--- src/rtl/clkdiv_prog.sv ---
// Runtime-programmable integer clock divider with a period strobe, divisor updates
// that apply only at the period boundary, and a synchronised ALIGNWD phase slip.
module clkdiv_prog #(
  parameter int CNT_W       = 4,
  parameter int DEFAULT_DIV = 4
) (
  input  logic             CLKI,
  input  logic             RSTN,
  input  logic             EN,
  input  logic [CNT_W-1:0] DIV_VAL,
  input  logic             DIV_LD,
  input  logic             ALIGNWD,
  output logic             CDIVX,
  output logic             CDIV_STB,
  output logic             SLIP_ACK,
  output logic [CNT_W-1:0] DIV_ACT,
  output logic [CNT_W-1:0] PHASE
);

  localparam logic [CNT_W-1:0] DEF_DIV = CNT_W'(DEFAULT_DIV);
  localparam logic [CNT_W-1:0] MIN_DIV = CNT_W'(2);

  // Divisors below 2 cannot produce a toggling output, so they are raised to 2.
  function automatic logic [CNT_W-1:0] clamp_div(input logic [CNT_W-1:0] v);
    if (v < MIN_DIV) begin
      clamp_div = MIN_DIV;
    end else begin
      clamp_div = v;
    end
  endfunction

  logic [CNT_W-1:0] r_cnt;
  logic [CNT_W-1:0] r_div_act;
  logic [CNT_W-1:0] r_pend;
  logic             r_cdivx;
  logic             r_stb;
  logic             r_ack;
  logic             r_sync1;
  logic             r_sync2;
  logic             r_edge;
  logic             r_slip_req;

  logic [CNT_W:0]   w_hi;
  logic             w_wrap;
  logic [CNT_W-1:0] w_cnt_nxt;
  logic             w_rise;
  logic             w_slip;
  logic [CNT_W-1:0] w_ld_val;

  // One extra bit keeps (DIV_ACT+1) from overflowing at the maximum divisor.
  assign w_hi      = ({1'b0, r_div_act} + (CNT_W+1)'(1)) >> 1;
  assign w_wrap    = (r_cnt == (r_div_act - CNT_W'(1)));
  assign w_cnt_nxt = w_wrap ? {CNT_W{1'b0}} : (r_cnt + CNT_W'(1));
  assign w_rise    = r_sync2 & ~r_edge;
  assign w_slip    = r_slip_req | w_rise;
  assign w_ld_val  = clamp_div(DIV_VAL);

  // ALIGNWD synchroniser and edge flop run regardless of EN.
  always_ff @(posedge CLKI or negedge RSTN) begin
    if (!RSTN) begin
      r_sync1 <= 1'b0;
      r_sync2 <= 1'b0;
      r_edge  <= 1'b0;
    end else begin
      r_sync1 <= ALIGNWD;
      r_sync2 <= r_sync1;
      r_edge  <= r_sync2;
    end
  end

  // Divide counter, divisor update, slip execution and registered outputs.
  always_ff @(posedge CLKI or negedge RSTN) begin
    if (!RSTN) begin
      r_cnt      <= {CNT_W{1'b0}};
      r_div_act  <= DEF_DIV;
      r_pend     <= DEF_DIV;
      r_cdivx    <= 1'b0;
      r_stb      <= 1'b0;
      r_ack      <= 1'b0;
      r_slip_req <= 1'b0;
    end else begin
      if (DIV_LD) begin
        r_pend <= w_ld_val;
      end
      if (!EN) begin
        r_stb      <= 1'b0;
        r_ack      <= 1'b0;
        r_slip_req <= w_slip;
      end else if (w_slip) begin
        // A slip stretches the current period by one cycle, even on the wrap edge.
        r_stb      <= 1'b0;
        r_ack      <= 1'b1;
        r_slip_req <= 1'b0;
      end else begin
        r_cdivx    <= ({1'b0, r_cnt} < w_hi);
        r_stb      <= (r_cnt == {CNT_W{1'b0}});
        r_ack      <= 1'b0;
        r_slip_req <= 1'b0;
        r_cnt      <= w_cnt_nxt;
        if (w_wrap) begin
          r_div_act <= DIV_LD ? w_ld_val : r_pend;
        end
      end
    end
  end

  assign CDIVX    = r_cdivx;
  assign CDIV_STB = r_stb;
  assign SLIP_ACK = r_ack;
  assign DIV_ACT  = r_div_act;
  assign PHASE    = r_cnt;

endmodule

--- config.mk ---
export PLATFORM = sky130hd
export DESIGN_NAME = clkdiv_prog
export DESIGN_NICKNAME = d
export VERILOG_FILES = /design/src/rtl/clkdiv_prog.sv
export SDC_FILE = /design/constraint.sdc
export NUM_CORES = 1
export LEC_CHECK = 0
export CORE_MARGIN = 4
export CORE_UTILIZATION = 44
export CTS_CLUSTER_SIZE = 14
export DETAILED_ROUTE_END_ITERATION = 10
export GPL_TIMING_DRIVEN = 0
export MAX_ROUTING_LAYER = met4
export PLACE_DENSITY = 0.76
export SETUP_SLACK_MARGIN = 0.3
export SYNTH_ARGS = -nofsm -noshare
export SYNTH_HDL_FRONTEND = slang
export SYNTH_SLANG_ARGS = --single-unit
--- constraint.sdc ---
create_clock -name CLKI -period 1.75 [get_ports CLKI]
set_input_delay 0.175 -clock CLKI [delete_from_list [all_inputs] [get_ports CLKI]]
set_output_delay 0.175 -clock CLKI [all_outputs]
set_load 0.02 [all_outputs]
# After elaboration in Yosys (flattened, before gate mapping)
# Index checks and enable logic that the tools add are counted.
op_classes:
  add_sub_neg: 3
  n_lt_le_gt_ge: 2
  eq_ne: 1
  muxes: 8
  bitwise: 4
  n_reduce_logical: 3
op_table:
  columns: ["operator", "count"]
  rows:
  - ["two-way mux 4 bit", 3]
  - ["adder 4 x 1 -> 5 bit (second input constant)", 1]
  - ["two-way mux 1 bit", 5]
  - ["adder 4 x 1 -> 4 bit (second input constant)", 1]
  - ["== test 4 bit", 1]
  - ["zero test 4 bit", 1]
  - ["< comparator 4 x 2 -> 1 bit (second input constant)", 1]
  - ["< comparator 4 bit", 1]
  - ["subtractor 4 x 1 -> 4 bit (second input constant)", 1]
  - ["AND reduction 3 bit", 1]
  - ["inverter 1 bit", 2]
  - ["AND reduction 2 bit", 1]
  - ["AND 1 bit", 1]
  - ["OR 1 bit", 1]
word_totals:
  reg_bits: 19
  in_bits: 9
  output_inout_bits: 11
  wordCells: 31

# Depth between registers and ports, before layout
# Gate-level depths: netlist of the first run.
logic_depth:
  ltp_word: 5
  ltp_mapped: 7
  depth_no_buf: 7

# Worst setup path after synthesis of the first run
# No wires, ideal clock.
synth_path:
  path_type: "register to register"
  startpoint: "reg r_div_act[0], in the netlist DIV_ACT[0]"
  endpoint: "reg r_div_act[0], in the netlist DIV_ACT[0]"
  arrival_ps: 1754
  t_required_ps: 1625
  slack_ps: -128
  stages_incl_launch_ff: 8
  synth_period_minus_slack_ps: 1878
  cell_sequence: "dfrtp_1 > inv_1 > ha_1 > xor2_1 > xnor2_1 > nand4_1 > nor2_4 > mux2_2"
synth_between:
  elab_chain_len: 3
synth_rtl:
  columns: ["element", "line", "source"]
  rows:
  - ["from (decl)", "33", "logic [CNT_W-1:0] r_div_act;"]
  - ["from (signal assigned)", "101", "r_div_act <= DIV_LD ? w_ld_val : r_pend;"]
  - ["subtractor 4 x 1 -> 4 bit", "52", "assign w_wrap = (r_cnt == (r_div_act - CNT_W'(1)));"]
  - ["== test 4 bit", "52", null]
  - ["AND reduction 3 bit (no source line)", null, null]
# No other way between the ends.
# A chain may end at the register's enable or synchronous reset.

# Final worst setup path of the first run
layout_path:
  startpoint: "reg r_div_act[1], in the netlist DIV_ACT[1]"
  endpoint: "reg r_div_act[1], in the netlist DIV_ACT[1]"
# Same word-level chain as after synthesis.

==> results of run 1 <==
[cell usage after synthesis, drive strengths merged]
master / instances
a22o: 1
mux2: 6
nor2: 7
nor3: 1
dfrtp: 17
o21ai: 5
nor2b: 1
o311ai: 1
nand2: 3
xnor2: 3
dfstp: 2
a21boi: 1
inv: 7
o32ai: 1
nand3: 5
a21oi: 2
xor2: 6
ha: 7
o21a: 1
nor4b: 1
buf: 1
nand4: 1
[worst min-delay path by stage]
stage	end	slack, ns	startpoint
finish	r_sync1	0.30	ALIGNWD
global route	r_sync1	0.30	ALIGNWD
CTS	r_sync1	0.31	ALIGNWD
detailed placement	r_sync2	0.34	r_sync1
global placement	r_sync2	0.33	r_sync1
floorplan	CDIVX	-0.12	RSTN
[what timing repair did]
action,4_1_cts,5_1_grt
buffers inserted,9,2
gates resized for setup,20,17
endpoints found under the setup margin,17,12
pin swaps,4,5
endpoints found under the hold margin,0,0
[layout make-up]
type / count / area [um2] / share of cell area, %
clock buffers: 3 / 22.5 / 1.66
clock inverters: 1 / 7.51 / 0.552
inverters: 7 / 26.3 / 1.93
well taps: 27 / 33.8 / 2.49
multi-input cells: 53 / 498 / 36.6
flip-flops and latches: 19 / 482 / 35.5
repair buffers: 30 / 278 / 20.4
plain buffers: 1 / 11.3 / 0.829
[registers in the layout (all words and copies together), names as in the netlist]
name,flops
SLIP_ACK,1
r_sync1,1
CDIV_STB,1
r_slip_req,1
r_sync2,1
r_pend,4
r_edge,1
DIV_ACT,4
CDIVX,1
PHASE,4
[power by group through the flow]
stage	Combinational (mW)	Clock [mW]	Sequential (mW)
after floorplan	0.497	0	0.822
after global placement	0.901	0	0.727
after detailed placement	0.929	0	0.731
after CTS	1.06	0.239	0.713
after global routing	1.39	0.259	0.743
final	1.26	0.238	0.721
[metal layers]
metal	part of all wire (%)	vias up	GRT usage (%)
met5	0	-	-
met4	1.6	0	3.83
met3	5.6	6	2.77
met2	50	25	25.8
met1	43	350	18.0
li1	-	339	-
[stage by stage]
step / total power, mW / worst slack (ns)
CTS: 2.01 / -0.0656
detailed placement: 1.66 / -0.124
global placement: 1.63 / -0.0772
global route: 2.39 / -0.214
finish: 2.22 / -0.117
floorplan: 1.32 / -0.0443
[cell families after synthesis]
logic type / count (synthesis) / synth area share (%)
AO/OA/AOI/OAI: 12 / 8.28
XOR/XNOR: 9 / 8.55
adder cells (fa/ha/maj): 7 / 9.50
buffers and inverters: 8 / 4.07
flip-flops: 19 / 51.8
multiplexers: 6 / 7.33
AND/OR/NAND/NOR: 19 / 10.4
==> results.md, run 1 <==
- Status: finished, violations left
- Failing checks: negative setup slack
- Mapped Cells: 80
- Post-route cell area: 1360 um2
- # IOs: 20
- Clk Latency, worst-skew pair: 0.30 ns
- Antenna violations before repair: 0
- Final hold slack: 0.300 ns
- Max Freq: 536 MHz
- Placed wire-length estimate: 1240 um
- Switching share of total power: 39.9%
- Number of global-route vias before repair: 738
- Psw: 0.885 mW
- Hold Fails Final Rpt: 0
- Combinational share of power: 56.7%
- Post-synth cell types: 23
- Sequential area share after synthesis: 51.8%
- Initial Utilization: 46.5%
- Setup ws final: -0.117 ns
- Remaining Overflow, GRT: 0
- CP top delay family: flip-flops
- Core ar.: 1980 um2
- P per Cell Area: 1630 nW/um2
- Max incr delay on CP: 0.43 ns
- Tcrit/Tclk final: 107%
- Via-per-instance ratio: 5.11
- CTS tree: yes
- Worst endpoint required time: 1.95 ns
- Buffers & Inverters on Critical Path: 1
- Clock Tree Root: clkbuf_4
- Pins Over Slew Limit: 0
- Worst EP arrival: 2.07 ns
- RSZ-0062 raised after global routing: true
- Crit path depth: 7
- Top cell type's share of synthesized area: 46.1%
- Reg2reg start: DIV_ACT[1]
- Nets: 131
- Most frequent cells in the layout: 14 x dfrtp_1, 10 x clkdlybuf4s50_1, 8 x buf_4, 6 x nor2_1, 6 x dlygate4sd2_1
- Layout area overhead: 47.4%
- Most common cell after layout, fill and taps aside: dfrtp_1
- Cts hold-fix bufs: 0
- Max Cap Violations: 0
- Total track usage: 15.0%
- Layout Cells excl Fill: 141
- Crit-path slowest cell: dfrtp_2
- Sequential power share: 32.5%
- Skew final: 0.00219 ns
- Die area: 2890 um2
- Synth warn: 0
- Filler cell count: 150
- CP endpoint kind: register
- Share of layout cells above drive strength 1: 37.7%
- First-pass GRT wire length: 3080 um
- Hold Path Cell Cnt: 1
- Cell Chain, Critical Path: inv_2, ha_4, xor2_2, xnor2_1, nand4_1, nor2_4, mux2_4
- PortBufs: 19
- DRC viols: 0
- Largest net degree at the start of global routing: 20
- Internal power: 1.33 mW
- Worst Path Max Fanout: 6
- Syn Nets: 96
- Number of DRC markers in iteration 0: 7
- Syn avg cell area: 11.5 um2
- Synth Cell Area: 922 um2
- Internal reg-to-reg setup slack: -0.12 ns
- Hold WC Path Type: in2reg
- Chip width: 53.8 um
- Clk sink count: 19
- DRT Pass-1 Iters: 4
- Worst Setup EP: DIV_ACT[1]
- Synth top area cells: dfrtp_1 46%, ha_1 9.5%, mux2_2 7.3%, dfstp_2 5.7%, xor2_1 5.7%
- Placed insts: 126
- Antenna viol nets, final: 0
- WS Path Type: reg2reg
- Critical Path Source Type: register
- CTS Buf Count: 3
- GPL Wtd Cong: 0.732
- Reg-to-reg critical path endpoint: DIV_ACT[1]
- Worst vdd ir: 927 uV
- Post-synth top area cell: dfrtp_1
- Avg WL per Cell: 13.7 um
- Clock Pin Slew Worst Setup and Hold Paths: 0.12 ns
- ANT cells: 0
- Slew margin rel.: 44.0%
- CTS H-tree depth: 1
- Die height: 53.8 um
- Setup TNS Final: -0.502 ns
- Critical path startpoint: DIV_ACT[1]
- Placement row count: 16
- # setup viols final: 7
- Post-DP Area: 1150 um2
- Final min period: 1.87 ns
- Clock power share: 10.7%
- Vias: 720
- R2R cell count: 7
- Tightest Pin Transition: 0.838 ns
- Drt total wl: 1930 um
- Pleak: 0.623 nW
- Final Util: 68.6%
- Seq cells post-synth: 19
- Max Root-Sink Buffers: 2
Note: power is estimated with default switching activity, not from simulation.
==> run 2: changes to the inputs <==
--- a/config.mk
+++ b/config.mk
@@ -5,6 +5,7 @@
 export SDC_FILE = /design/constraint.sdc
 export NUM_CORES = 1
 export LEC_CHECK = 0
+export CAP_MARGIN = 0
 export CORE_MARGIN = 4
 export CORE_UTILIZATION = 44
 export CTS_CLUSTER_SIZE = 14
==> results of run 2 <==
No change in the layout: final DEF, timing and power equal those of run 1.
==> run 3: changes to the inputs <==
--- a/config.mk
+++ b/config.mk
@@ -6,7 +6,7 @@
 export NUM_CORES = 1
 export LEC_CHECK = 0
 export CAP_MARGIN = 0
-export CORE_MARGIN = 4
+export CORE_MARGIN = 2
 export CORE_UTILIZATION = 44
 export CTS_CLUSTER_SIZE = 14
 export DETAILED_ROUTE_END_ITERATION = 10
==> run 3 against run 2 <==
Net effect:
- the run still ends with negative setup slack left
- worst hold slack improved by 0.0083 ns
- core utilization fell by 1.9 points
- critical path depth fell by 1
- setup slack improved by 0.038 ns
- clock power fell by 7%
- final area fell by 3.8%
- maximum frequency rose by 2.1%
- via count fell by 1.5%
- critical path type unchanged
- critical endpoint is now DIV_ACT[0]
- largest cell class is now sequential cells
==> results.md, run 3 (synthesis gave the netlist of run 1 again) <==
- Status: finished, violations left
- Failing checks: negative setup slack
- Setup ws final: -0.0792 ns
- Share of layout cells above drive strength 1: 31.6%
- First-pass GRT wire length: 3150 um
- Tot Pwr: 2.10 mW
- PortBufs: 19
- Hold Path Cell Cnt: 1
- Internal power: 1.27 mW
- Critical Path Source Type: register
- Remaining Overflow, GRT: 0
- Layout area overhead: 41.8%
- Antenna viol nets, final: 0
- Placed insts: 126
- Clock power share: 10.6%
- Final min period: 1.83 ns
- Worst vdd ir: 972 uV
- Clock Tree Root: clkbuf_4
- # IOs: 20
- Worst Path Max Fanout: 5
- Pleak: 0.636 nW
- Slew margin rel.: 44.8%
- CTS tree: yes
- Max Cap Violations: 0
- Max Root-Sink Buffers: 2
- Hold WC Path Type: in2reg
- Worst EP arrival: 2.02 ns
- RSZ-0062 raised after global routing: true
- GPL Wtd Cong: 0.804
- Hold Fails Final Rpt: 0
- Layout Cells excl Fill: 141
- Switching share of total power: 39.6%
- Number of DRC markers in iteration 0: 6
- # setup viols final: 6
- Most frequent cells in the layout: 15 x dfrtp_1, 9 x clkdlybuf4s50_1, 9 x buf_4, 6 x nor2_1, 6 x dlygate4sd2_1
- Internal reg-to-reg setup slack: -0.08 ns
- Die area: 2480 um2
- CTS H-tree depth: 1
- Post-DP Area: 1150 um2
- Total track usage: 17.7%
- Worst endpoint required time: 1.94 ns
- R2R cell count: 6
- P per Cell Area: 1610 nW/um2
- ANT cells: 0
- Crit-path slowest cell: dfstp_2
- Reg-to-reg critical path endpoint: DIV_ACT[0]
- Die height: 49.8 um
- Clk Latency, worst-skew pair: 0.30 ns
- Reg2reg start: DIV_ACT[2]
- Vias: 709
- Cts hold-fix bufs: 0
- Combinational share of power: 55.6%
- Largest net degree at the start of global routing: 20
- Placement row count: 16
- Initial Utilization: 47.0%
- DRT Pass-1 Iters: 4
- Post-Place Setup Slack: -0.146 ns
- Number of global-route vias before repair: 722
- Cell Chain, Critical Path: buf_6, xor2_2, xnor2_1, nand4_1, nor2_4, mux2_4
- Placed wire-length estimate: 1250 um
- DRC viols: 0
- Avg WL per Cell: 13.4 um
- Post-route cell area: 1310 um2
- Clock Pin Slew Worst Setup and Hold Paths: 0.11 ns
- Most common cell after layout, fill and taps aside: dfrtp_1
- Max Freq: 547 MHz
- Buffers & Inverters on Critical Path: 1
- Skew final: 0.00485 ns
- Pins Over Slew Limit: 0
- WS Path Type: reg2reg
- Via-per-instance ratio: 5.03
- Crit path depth: 6
- Max incr delay on CP: 0.55 ns
- Clk sink count: 19
- Psw: 0.830 mW
- CTS Buf Count: 3
- Worst Hold End: r_sync1
- Setup TNS Final: -0.300 ns
- Tcrit/Tclk final: 105%
- Core ar.: 1960 um2
- Nets: 131
- Chip width: 49.8 um
- Antenna violations before repair: 0
- Sequential power share: 33.9%
- CP top delay family: flip-flops
- Hold_sp: ALIGNWD
- Tightest Pin Transition: 0.825 ns
- CP endpoint kind: register
- Drt total wl: 1890 um
-- run 3: area by class of cell --
class | instances | area, um2
buffer | 1 | 11.3
clock buffer | 3 | 22.5
clock inverter | 1 | 5.00
fill | 179 | 654
inverter | 7 | 26.3
multi-input combinational | 53 | 460
sequential | 19 | 480
tap | 27 | 33.8
timing repair buffer | 30 | 268
-- run 3: timing repair --
action / 4_1_cts / 5_1_grt
setup buffers: 9 / 2
endpoints found under the hold margin: 0 / 0
endpoints found under the setup margin: 17 / 12
resized for setup: 15 / 15
pin swaps: 5 / 8
-- run 3: per-stage QoR --
| stage | hold slack [ns] | utilization [%] |
|---|---|---|
| after floorplan | -0.121 | - |
| after global placement | 0.334 | 58.7 |
| after detailed placement | 0.336 | 58.7 |
| after CTS | 0.306 | 64.2 |
| after global routing | 0.290 | 66.6 |
| final | 0.308 | 66.6 |
-- run 3: how the worst max path moves through the flow --
stage	to	startpoint
2_1_floorplan	DIV_ACT[0]	DIV_ACT[2]
3_3_place_gp	DIV_ACT[1]	DIV_ACT[0]
3_5_place_dp	DIV_ACT[1]	DIV_ACT[0]
4_1_cts	DIV_ACT[1]	DIV_ACT[0]
5_1_grt	DIV_ACT[0]	DIV_ACT[1]
6_report	DIV_ACT[0]	DIV_ACT[2]
-- run 3: routing by layer --
layer / track usage, % / vias to the layer above / wire length [um]
li1: - / 343 / -
met1: 19.8 / 342 / 750
met2: 30.0 / 19 / 1020
met3: 3.03 / 5 / 78
met4: 9.72 / 0 / 41
met5: - / - / 0
-- run 3: power groups by stage --
stage	sequential, mW	combinational [mW]	clock, mW
2_1_floorplan	0.822	0.497	0
3_3_place_gp	0.725	0.898	0
3_5_place_dp	0.728	0.944	0
4_1_cts	0.710	1.05	0.227
5_1_grt	0.741	1.27	0.251
6_report	0.710	1.17	0.222
-- run 3: worst reg2reg max path, delay by kind of cell, from the launching register on --
kind / cells / cell delay [ns]
DFF: 1 / 0.55
buffers and inverters: 1 / 0.13
muxes: 1 / 0.33
and+or+nand+nor: 2 / 0.45
xor gates and xnor gates: 2 / 0.26
